**src/rtl/cpu_step_ctrl.sv**
```systemverilog
// cpu_step_ctrl: clock-enable generator for the mips core.
// Turns the board clock, a run switch and a step button into a stream of
// one-clk cpu_ce pulses. In RUN the pulses come at a divided rate chosen
// by div_sel. In STEP there is one pulse per debounced button press. The
// pulse rate is selected with div_sel.
//
// Optional feature: define CPU_STEP_BURST_EN to make each press in STEP
// issue BURST_LEN back-to-back pulses instead of a single pulse.
//
// Ports:
//   clk      - board clock; all logic runs on its rising edge.
//   rst_n    - asynchronous reset, active HIGH (1 = reset), name kept
//              from the board top.
//   run_sw   - asynchronous level; 1 = free-run, 0 = single-step.
//   step_btn - asynchronous raw push-button; 1 = pressed.
//   div_sel  - free-run rate select, used every cycle.
//   cpu_ce   - registered one-clk enable pulse to the CPU.
//   run_led  - 1 while in RUN.
//   ce_count - number of cpu_ce pulses since reset; wraps modulo 2^16.
module cpu_step_ctrl #(
  parameter int DB_CYCLES = 1000000,
  parameter int DIV0      = 1,
  parameter int DIV1      = 100,
  parameter int DIV2      = 1000000,
  parameter int DIV3      = 50000000,
  parameter int BURST_LEN = 8
) (
  input  logic        clk,
  input  logic        rst_n,
  input  logic        run_sw,
  input  logic        step_btn,
  input  logic [1:0]  div_sel,
  output logic        cpu_ce,
  output logic        run_led,
  output logic [15:0] ce_count
);

  localparam int DBW  = $clog2(DB_CYCLES) + 1;
  localparam int DIVW = 27;
  localparam logic [DBW-1:0] DB_LAST = DBW'(DB_CYCLES - 1);

  if (BURST_LEN < 1 || BURST_LEN > 255) begin : g_bad_burst_len
    $error("cpu_step_ctrl: BURST_LEN must be in 1..255");
  end

  typedef enum logic {STEP = 1'b0, RUN = 1'b1} state_t;

  // Terminal divider value (period - 1) for a rate select.
  function automatic logic [DIVW-1:0] period_last(input logic [1:0] sel);
    case (sel)
      2'd0:    period_last = DIVW'(DIV0 - 1);
      2'd1:    period_last = DIVW'(DIV1 - 1);
      2'd2:    period_last = DIVW'(DIV2 - 1);
      default: period_last = DIVW'(DIV3 - 1);
    endcase
  endfunction

  // Bit 0 carries run_sw, bit 1 carries step_btn through both stages.
  logic [1:0]     sync_p0;
  logic [1:0]     sync_p1;
  logic [1:0]     db_lvl;
  logic [DBW-1:0] db_cnt [2];
  logic           step_db_q;
  logic           step_press;

  state_t          state;
  logic [DIVW-1:0] div_cnt;
  logic [DIVW-1:0] div_last;
  logic [1:0]      div_sel_q;
  logic            sel_changed;

`ifdef CPU_STEP_BURST_EN
  localparam logic [7:0] BURST_REM = 8'(BURST_LEN - 1);
  logic [7:0] burst_cnt;
`endif

  // ---- stage p0/p1: two-flop synchronizers ----
  always_ff @(posedge clk or posedge rst_n) begin
    if (rst_n) begin
      sync_p0 <= '0;
      sync_p1 <= '0;
    end else begin
      sync_p0 <= {step_btn, run_sw};
      sync_p1 <= sync_p0;
    end
  end

  // ---- stage p2: debounce, counter restarts whenever the sample agrees ----
  always_ff @(posedge clk or posedge rst_n) begin
    if (rst_n) begin
      db_lvl    <= '0;
      db_cnt[0] <= '0;
      db_cnt[1] <= '0;
      step_db_q <= 1'b0;
    end else begin
      step_db_q <= db_lvl[1];
      for (int i = 0; i < 2; i++) begin
        if (sync_p1[i] == db_lvl[i]) begin
          db_cnt[i] <= '0;
        end else if (db_cnt[i] == DB_LAST) begin
          db_lvl[i] <= sync_p1[i];
          db_cnt[i] <= '0;
        end else begin
          db_cnt[i] <= db_cnt[i] + DBW'(1);
        end
      end
    end
  end

  // Rising edge of the debounced button only; release is ignored.
  assign step_press  = db_lvl[1] & ~step_db_q;
  assign div_last    = period_last(div_sel);
  assign sel_changed = (div_sel != div_sel_q);

  // ---- stage p3: mode FSM and registered enable ----
  always_ff @(posedge clk or posedge rst_n) begin
    if (rst_n) begin
      state     <= STEP;
      run_led   <= 1'b0;
      cpu_ce    <= 1'b0;
      div_cnt   <= '0;
      div_sel_q <= '0;
`ifdef CPU_STEP_BURST_EN
      burst_cnt <= '0;
`endif
    end else begin
      div_sel_q <= div_sel;
      case (state)
        STEP: begin
          if (db_lvl[0]) begin
            state   <= RUN;
            run_led <= 1'b1;
            cpu_ce  <= 1'b0;
            div_cnt <= '0;
`ifdef CPU_STEP_BURST_EN
            burst_cnt <= '0;
`endif
          end else begin
`ifdef CPU_STEP_BURST_EN
            // burst_cnt holds the pulses still owed after the current one.
            if (burst_cnt != 8'd0) begin
              cpu_ce    <= 1'b1;
              burst_cnt <= burst_cnt - 8'd1;
            end else if (step_press) begin
              cpu_ce    <= 1'b1;
              burst_cnt <= BURST_REM;
            end else begin
              cpu_ce <= 1'b0;
            end
`else
            cpu_ce <= step_press;
`endif
          end
        end
        RUN: begin
          if (!db_lvl[0]) begin
            state   <= STEP;
            run_led <= 1'b0;
            cpu_ce  <= 1'b0;
            div_cnt <= '0;
          end else if (div_cnt >= div_last) begin
            // A rate change that leaves the divider at or past the new
            // terminal value restarts the period without a pulse.
            cpu_ce  <= (div_cnt == div_last) && !sel_changed;
            div_cnt <= '0;
          end else begin
            cpu_ce  <= 1'b0;
            div_cnt <= div_cnt + DIVW'(1);
          end
        end
      endcase
    end
  end

  // ---- stage p4: pulse counter, trails cpu_ce by one clk ----
  always_ff @(posedge clk or posedge rst_n) begin
    if (rst_n) begin
      ce_count <= '0;
    end else if (cpu_ce) begin
      ce_count <= ce_count + 16'd1;
    end
  end

endmodule
```
**config.mk**
```make
export PLATFORM = sky130hd
export DESIGN_NAME = cpu_step_ctrl
export DESIGN_NICKNAME = d
export VERILOG_FILES = /design/src/rtl/cpu_step_ctrl.sv
export SDC_FILE = /design/constraint.sdc
export NUM_CORES = 1
export LEC_CHECK = 0
export ABC_AREA = 0
export ABC_CLOCK_PERIOD_IN_PS = 3450
export BUFFER_PORTS_ARGS = -buffer_cell sky130_fd_sc_hd__buf_2
export CORE_MARGIN = 2
export CORE_UTILIZATION = 60
export DETAILED_ROUTE_END_ITERATION = 7
export GPL_TIMING_DRIVEN = 0
export PLACE_DENSITY = 0.83
export SLEW_MARGIN = 25
export SYNTH_ARGS = -nofsm -noshare
export SYNTH_HDL_FRONTEND = slang
export SYNTH_SLANG_ARGS = --single-unit
```
**constraint.sdc**
```tcl
create_clock -name clk -period 3.45 [get_ports clk]
set_input_delay 0.69 -clock clk [delete_from_list [all_inputs] [get_ports clk]]
set_output_delay 0.69 -clock clk [all_outputs]
set_load 0.01 [all_outputs]
```
# After elaboration in Yosys (flattened, before gate mapping)
# Index checks and enable logic that the tools add are counted.
[totals]
regBits = 97
input_bits = 6
word_cells = 56
[op_classes]
add_sub_neg = 4
order_cmp = 1
n_eq_ne = 10
mux = 17
n_bitwise = 5
reduce_logical = 6
[ops]
columns = ["operator", "n"]
rows = [
  ["2-to-1 mux 21 bit", 4],
  ["2-to-1 mux 27 bit", 3],
  ["one-hot mux 26 bit (3 select lines)", 1],
  ["one-hot mux 27 bit (2 select lines)", 1],
  ["adder 21 x 1 -> 21 bit (second input constant)", 2],
  ["equality test 21 x 20 -> 1 bit (second input constant)", 2],
  ["adder 27 x 1 -> 27 bit (second input constant)", 1],
  ["equality test 27 bit", 1],
  [">= comparator 27 bit", 1],
  ["adder 16 x 1 -> 16 bit (second input constant)", 1],
  ["2-to-1 mux 1 bit", 6],
  ["AND reduction 2 bit", 3],
  ["inequality test 2 bit (second input constant)", 2],
  ["NOT 1 bit", 4],
  ["one-hot mux 1 bit (2 select lines)", 2],
  ["equality test 1 bit", 2],
  ["equality test 2 x 1 -> 1 bit (second input constant)", 1],
  ["equality test 2 bit (second input constant)", 1],
  ["zero test 2 bit", 1],
  ["inequality test 2 bit", 1],
  ["AND 1 bit", 1],
  ["logical AND 1 bit", 1],
  ["zero test 1 bit", 1],
]

# Depth between registers and ports, before layout
# Gate-level depths: netlist of the first run.
[depth]
depth_word = 7
depth_mapped = 13

# Worst setup path before layout of the first run
# No wires, ideal clock.
[synth_path]
path_type = "input port to flip-flop"
from = "input port div_sel[1]"
to = "register div_cnt[6]"
setup_ps = 82
arrival_ps = 2780
required_ps = 3368
path_slack_ps = 588
cell_stages = 12
path_cell_list = "buf_2 -> inv_1 -> nand2_1 -> inv_1 -> ha_1 -> a2111o_1 -> a211o_1 -> o31ai_1 -> buf_2 -> buf_2 -> nand3_1 -> a31oi_1"
[synth_via]
elab_chain_cells = 6
word_cells_on_any_way = 8
cone_classes = "1 x order compare; 2 x eq/ne; 4 x mux; 1 x reduce/logical"
[synth_rtl]
columns = ["element", "line_no", "text"]
rows = [
  ["start: declaration", "32", "input logic [1:0] div_sel,"],
  ["equality test 2 bit (tied with other cells)", "50", "case (sel)"],
  ["one-hot mux 26 bit (3 select lines) *", "50", ""],
  [">= comparator 27 bit *", "161", "end else if (div_cnt >= div_last) begin"],
  ["2-to-1 mux 27 bit *", "161", ""],
  ["2-to-1 mux 27 bit *", "156", "if (!db_lvl[0]) begin"],
  ["one-hot mux 27 bit (2 select lines) *", "128", "case (state)"],
  ["end signal: assignment", "168", "div_cnt <= div_cnt + DIVW'(1);"],
  ["end: declaration", "67", "logic [DIVW-1:0] div_cnt;"],
]
# Mark *: on every way between the ends. The rest lies on a longest branch, timed or not.
# A chain may end at the register's enable or synchronous reset.

# Worst setup path after layout of the first run
[layout_path]
from = "input port div_sel[1]"
to = "register div_cnt[14]"
# The elaborated chain is that of the path after synthesis.

==> results.sh, run 1 <==
export IMPL_synth_area_top_cells="dfrtp_1, xnor2_1, xor2_1"
export IMPL_synth_cells=539
export IMPL_rsz0062_at_grt="false"
export IMPL_ys_seq_elements=97
export IMPL_viasPerCell=6.24
export IMPL_first_iter_violations=308
export IMPL_multi_input_area_um2=2640
export IMPL_slew_headroom=0.610
export IMPL_die_h_um=97.1
export IMPL_num_vias=4270
export IMPL_filler_cell_count=605
export IMPL_critical_path_required_ns=3.70
export IMPL_clkPwrFrac=0.371
export IMPL_reg2reg_slack_ns=0.71
export IMPL_synth_ff_type="dfrtp_1"
export IMPL_p_int_mw=1.47
export IMPL_top_layer="met4"
export IMPL_wl_met1_mm=4.90
export IMPL_fin_area_um2=5680
export IMPL_p_seq_frac=0.586
export IMPL_pin_count=24
export IMPL_async_flop_share=1.00
export IMPL_worst_setup_path_type="input pin to register"
export IMPL_ys_warn_count=0
export IMPL_nNetsFinal=600
export IMPL_post_cts_buffers=0
export IMPL_dp_hpwl_mm=7.93
export IMPL_wl_mm=11.4
export IMPL_clkSinkCount=97
export IMPL_drive_gt1_frac=0.105
export IMPL_status="completed"
export IMPL_p_switching_uw=499
export IMPL_grt_pass1_wl_mm=19.4
export IMPL_route_met2_wl_mm=5.54
export IMPL_cp_start_kind="input pin"
export IMPL_total_power_mw=1.97
export IMPL_swShare=0.253
export IMPL_clock_fmax_mhz=315
export IMPL_grt_max_degree=58
export IMPL_path_clk_slew_ns=0.11
export IMPL_end_kind="register"
export IMPL_rows=33
export IMPL_antenna_found_initial=0
export IMPL_synth_compound_area_share=0.103
export IMPL_drc_errors=0
export IMPL_layout_area_seq_um2=2430
export IMPL_synthesis_area_um2=5200
export IMPL_clock_path_buffers=2
export IMPL_root_buffer="clkbuf_8"
export IMPL_yosys_area_top_type="dfrtp_1"
export IMPL_leakage_nw=2.51
export IMPL_path_max_fanout=10
export IMPL_fin_crit_sh=0.920
export IMPL_dpl_cell_area_um2=5480
export IMPL_setup_violations_final=0
export IMPL_grt_use_total=0.249
export IMPL_min_path_type="input pin to asynchronous set/reset pin"
export IMPL_ant_nets=0
export IMPL_fin_skew_ns=0.0162
export IMPL_combPwrFrac=0.043
export IMPL_synth_adder_area_share=0.0500
export IMPL_synthDistinctLibCells=50
export IMPL_die_width_um=97.1
export IMPL_drv_cap=0
export IMPL_final_cell_mix="dfrtp_1, nor2_1, nand2_1"
export IMPL_syn_to_final_growth_pct=9.29
export IMPL_layout_commonest_cell="dfrtp_1"
export IMPL_synth_top_area_share=0.467
export IMPL_dr_pass1_iters=6
export IMPL_peakVddDrop_mv=0.171
export IMPL_syn_nets=565
export IMPL_grt_overflow=0
export IMPL_synth_xor_area_share=0.109
export IMPL_maxSlewViolCount=0
export IMPL_synth_edff_count=0
export IMPL_dieArea_um2=9430
export IMPL_initial_core_util=0.627
export IMPL_diodes=0
export IMPL_tightest_slew_ns=0.584
export IMPL_clock_latency_ns=0.38
export IMPL_gp_congestion=0.913
export IMPL_muxShareOfSynthArea=0.00866
export IMPL_met3WireLength_um=703
export IMPL_numPortBuffers=23
export IMPL_yosysSeqAreaShare=0.467
export IMPL_grt_pass1_vias=4103
export IMPL_syn_avg_cell_area_um2=9.65
export IMPL_worst_ep_arrival_time_ns=3.42
export IMPL_timing_final_hold_violations=0
export IMPL_routedWlPerCell_um=16.6
export IMPL_layout_min_cycle_time_ns=3.18
export IMPL_cts_made_buffers=9
export IMPL_power_density_nw_per_um2=347
export IMPL_core_area_um2=8300
export IMPL_synthSimpleGateAreaFrac=0.235
export IMPL_cts_tree="built"
export IMPL_htreeDepth=3
export IMPL_synth_top_family_by_area="simple AND/OR/NAND/NOR gates"
## sequential cells by signal, summed over array words and instances, names as in the netlist
name	cells
div_sel_q	2
cpu_ce	1
sync_p1	2
db_cnt	42
step_db_q	1
state	1
run_led	1
ce_count	16
db_lvl	2
sync_p0	2
div_cnt	27
## metrics by stage
step	hold WS (ns)	setup slack [ns]	std cells	utilization	setup TNS, ns
after global routing	0.335	0.0861	684	0.685	0
after global placement	0.337	-0.765	667	0.656	-75.44
after detailed placement	0.336	-0.342	668	0.660	-2.45
after CTS	0.314	0.0408	684	0.684	0
after floorplan	0.331	0.226	539	-	0
final	0.304	0.275	684	0.685	0
## cell type report
type | instances | share of cell area
multi-input cells | 410 | 0.464
flip-flops and latches | 97 | 0.427
repair buffers | 24 | 0.0251
clock buffers | 10 | 0.0242
well taps | 105 | 0.0231
plain buffers | 17 | 0.0150
clock inverters | 6 | 0.0110
inverters | 15 | 0.0108
## power groups by stage
stage / clock (mW) / sequential (mW) / combinational (mW)
3_3_place_gp: 0 / 1.18 / 0.0764
5_1_grt: 0.800 / 1.16 / 0.0980
2_1_floorplan: 0 / 1.17 / 0.0588
3_5_place_dp: 0 / 1.18 / 0.0853
6_report: 0.731 / 1.15 / 0.0851
4_1_cts: 0.739 / 1.15 / 0.0859
## final timing paths
path | start | endpoint | cells after the start
setup / recovery | div_sel[1] | div_cnt[14] | 12
hold reg to reg | sync_p0[0] | sync_p1[0] | 0
max in group asynchronous | rst_n | div_cnt[22] | 3
hold / removal | rst_n | db_cnt[31] | 2
min in group clk | sync_p0[0] | sync_p1[0] | 0
setup reg to reg | div_cnt[6] | div_cnt[26] | 7
## worst max-delay path: stages
cell and delay [ns]:
buf_2 0.13, buf_2 0.24, nand2_1 0.27, ha_1 0.44, nand2_1 0.09, a211o_1 0.31, nor4_2 0.43, o31ai_1 0.16
buf_2 0.22, buf_2 0.21, nand4_1 0.12, o211ai_1 0.10
## synthesized netlist by cell type, drive strengths merged, types with 7 or more instances
| library cell | n |
|---|---|
| nor4 | 10 |
| and3 | 15 |
| nand3 | 42 |
| clkbuf | 10 |
| dfrtp | 97 |
| xnor2 | 34 |
| nand2 | 53 |
| nor3 | 18 |
| a21oi | 9 |
| a32o | 9 |
| o21ai | 10 |
| nor2 | 63 |
| xor2 | 31 |
| inv | 15 |
| nand4 | 26 |
| ha | 20 |
| a31oi | 8 |
| buf | 7 |
## routing by layer
layer,vias up,global-route usage
met5,-,0
met4,0,0.0834
met3,27,0.0576
met2,155,0.409
met1,2076,0.329
li1,2012,-
## what timing repair did
| action | CTS | global route |
|---|---|---|
| gates resized for setup | 0 | 1 |
| hold buffers | 0 | 0 |
| setup endpoints to repair | 0 | 8 |
## logic make-up after synthesis
group	Yosys count
compound gates	71
xor+xnor	65
fa+ha+maj	21
buf+inv	32
flops	97
mux	4
simple gates	249
(Power assumes the default switching activity.)
==> run 2, diff against run 1 <==
--- a/config.mk
+++ b/config.mk
@@ -9,10 +9,10 @@
 export ABC_CLOCK_PERIOD_IN_PS = 3450
 export BUFFER_PORTS_ARGS = -buffer_cell sky130_fd_sc_hd__buf_2
 export CORE_MARGIN = 2
-export CORE_UTILIZATION = 60
+export CORE_UTILIZATION = 35
 export DETAILED_ROUTE_END_ITERATION = 7
 export GPL_TIMING_DRIVEN = 0
-export PLACE_DENSITY = 0.83
+export PLACE_DENSITY = 0.55
 export SLEW_MARGIN = 25
 export SYNTH_ARGS = -nofsm -noshare
 export SYNTH_HDL_FRONTEND = slang
==> run 2 against run 1 <==
Die area grew 68%. Worst hold slack improved by 0.015 ns. Design area rose by 3.1%. Clock-buffer cell count unchanged. Critical endpoint is now div_cnt[1]. Largest power group unchanged.
==> results.sh, run 2 (same netlist as run 1, synthesis figures left out) <==
export IMPL_status="completed"
export IMPL_final_util=0.403
export IMPL_cts_tree="built"
export IMPL_syn_to_final_growth_pct=12.7
export IMPL_initial_core_util=0.358
export IMPL_place_ws_ns=-0.451
export IMPL_num_vias=4114
export IMPL_power_density_nw_per_um2=370
export IMPL_layout_min_cycle_time_ns=3.19
export IMPL_end_kind="register"
export IMPL_grt_use_total=0.155
export IMPL_path_clk_slew_ns=0.07
export IMPL_htreeDepth=3
export IMPL_reg2reg_slack_ns=0.73
export IMPL_dieArea_um2=15900
export IMPL_largest_reg_flops=42
export IMPL_cts_made_buffers=9
export IMPL_numPortBuffers=23
export IMPL_worst_setup_path_type="input pin to register"
export IMPL_routedWlPerCell_um=15.3
export IMPL_largest_register="db_cnt"
export IMPL_diodes=0
export IMPL_worst_path_most_repeated_cell="buf_2"
export IMPL_grt_max_degree=65
export IMPL_clock_fmax_mhz=314
export IMPL_layout_commonest_cell="dfrtp_1"
export IMPL_dr_pass1_iters=4
export IMPL_clock_path_buffers=2
export IMPL_maxSlewViolCount=0
export IMPL_tightest_slew_ns=0.611
export IMPL_antenna_found_initial=0
export IMPL_core_area_um2=14500
export IMPL_timing_final_hold_violations=0
export IMPL_peakVddDrop_mv=0.280
export IMPL_die_h_um=126
export IMPL_pin_count=24
export IMPL_ant_nets=0
export IMPL_clkSinkCount=97
export IMPL_gp_congestion=0.878
export IMPL_worst_ep_arrival_time_ns=3.41
export IMPL_leakage_nw=2.55
export IMPL_setup_ws_ns=0.264
export IMPL_slowest_stage="a211oi_2"
export IMPL_post_cts_buffers=0
export IMPL_crit_chain="buf_2, buf_2, nand2_1, ha_1, nand2_1, a211o_1, a211oi_2, nor2_1, buf_2, a32o_1"
export IMPL_root_buffer="clkbuf_16"
export IMPL_die_width_um=126
export IMPL_drc_errors=0
export IMPL_grt_pass1_vias=4079
export IMPL_reg_largest_list="db_cnt (42), div_cnt (27), ce_count (16)"
export IMPL_path_max_fanout=10
export IMPL_fin_skew_ns=0.00715
export IMPL_min_path_type="input pin to asynchronous set/reset pin"
export IMPL_cp_start_kind="input pin"
export IMPL_grt_pass1_wl_mm=20.1
export IMPL_nNetsFinal=600
export IMPL_first_iter_violations=205
export IMPL_clock_latency_ns=0.35
export IMPL_viasPerCell=5.40
export IMPL_wl_mm=11.7
export IMPL_rows=44
export IMPL_drive_gt1_frac=0.104
export IMPL_slew_headroom=0.590
export IMPL_rsz0062_at_grt="false"
export IMPL_critical_path_required_ns=3.68
export IMPL_final_cell_mix="dfrtp_1, nor2_1, nand2_1"
export IMPL_drv_cap=0
export IMPL_max_stage_delay_ns=0.44
export IMPL_setup_tns_ns=0
export IMPL_dp_hpwl_mm=8.32
export IMPL_fin_crit_sh=0.924
export IMPL_grt_overflow=0
export IMPL_setup_violations_final=0
==> run 2: changes by cell type in the layout (fill, tap and decap cells not counted), moves of 2 or more <==
cell	before	now
clkbuf_16	0	9
clkbuf_8	10	0
inv_8	2	0
inv_6	1	4
clkinvlp_4	2	0
==> run 2: final timing paths <==
kind | end | from | depth (start not counted)
worst max-delay path | div_cnt[1] | div_sel[1] | 10
max in group asynchronous | div_cnt[9] | rst_n | 3
worst min-delay path | db_cnt[25] | rst_n | 2
min in group clk | sync_p1[1] | sync_p0[1] | 0
worst max register to register | div_cnt[26] | div_cnt[6] | 7
worst min register to register | sync_p1[1] | sync_p0[1] | 0
==> run 2: routing by layer <==
layer  wire, µm  up-vias  global-route usage
met3        331       17              0.0408
met2       5630       65               0.249
met5          0        -                   0
met1       5530     2009               0.204
li1           -     2023                   -
met4        206        0              0.0504
==> run 2: layout make-up <==
| type | count | area, µm² |
|---|---|---|
| inverters | 15 | 61.3 |
| flip-flops and latches | 97 | 2430 |
| multi-input cells | 410 | 2640 |
| clock inverters | 5 | 40.0 |
| repair buffers | 24 | 143 |
| fillers | 1448 | 8670 |
| clock buffers | 10 | 229 |
| plain buffers | 17 | 87.6 |
| well taps | 184 | 230 |
==> run 2: worst max-delay path: cells and delay by family <==
| family | cells | cell delay [ns] |
|---|---|---|
| AO/OA/AOI/OAI | 3 | 1.03 |
| buffers and inverters | 3 | 0.66 |
| AND/OR/NAND/NOR | 3 | 0.60 |
| adder cells (fa/ha/maj) | 1 | 0.43 |
==> run 2: power by group <==
part,switching [mW],internal (mW)
logic,0.0580,0.0266
clock network,0.435,0.493
registers,0.00869,1.15
==> run 2: metrics by stage <==
step,hold WS (ns),power (mW),cells,area (µm²)
2_1_floorplan,0.331,1.23,539,5200
3_3_place_gp,0.345,1.25,746,5550
3_5_place_dp,0.342,1.26,747,5580
4_1_cts,0.327,2.21,762,5850
5_1_grt,0.342,2.27,762,5860
6_report,0.319,2.17,762,5860
==> run 2: timing repair <==
action | in CTS | in global routing
setup endpoints to repair | 2 | 5
resized for setup | 1 | 2
hold buffers | 0 | 0
hold endpoints to repair | 0 | 0
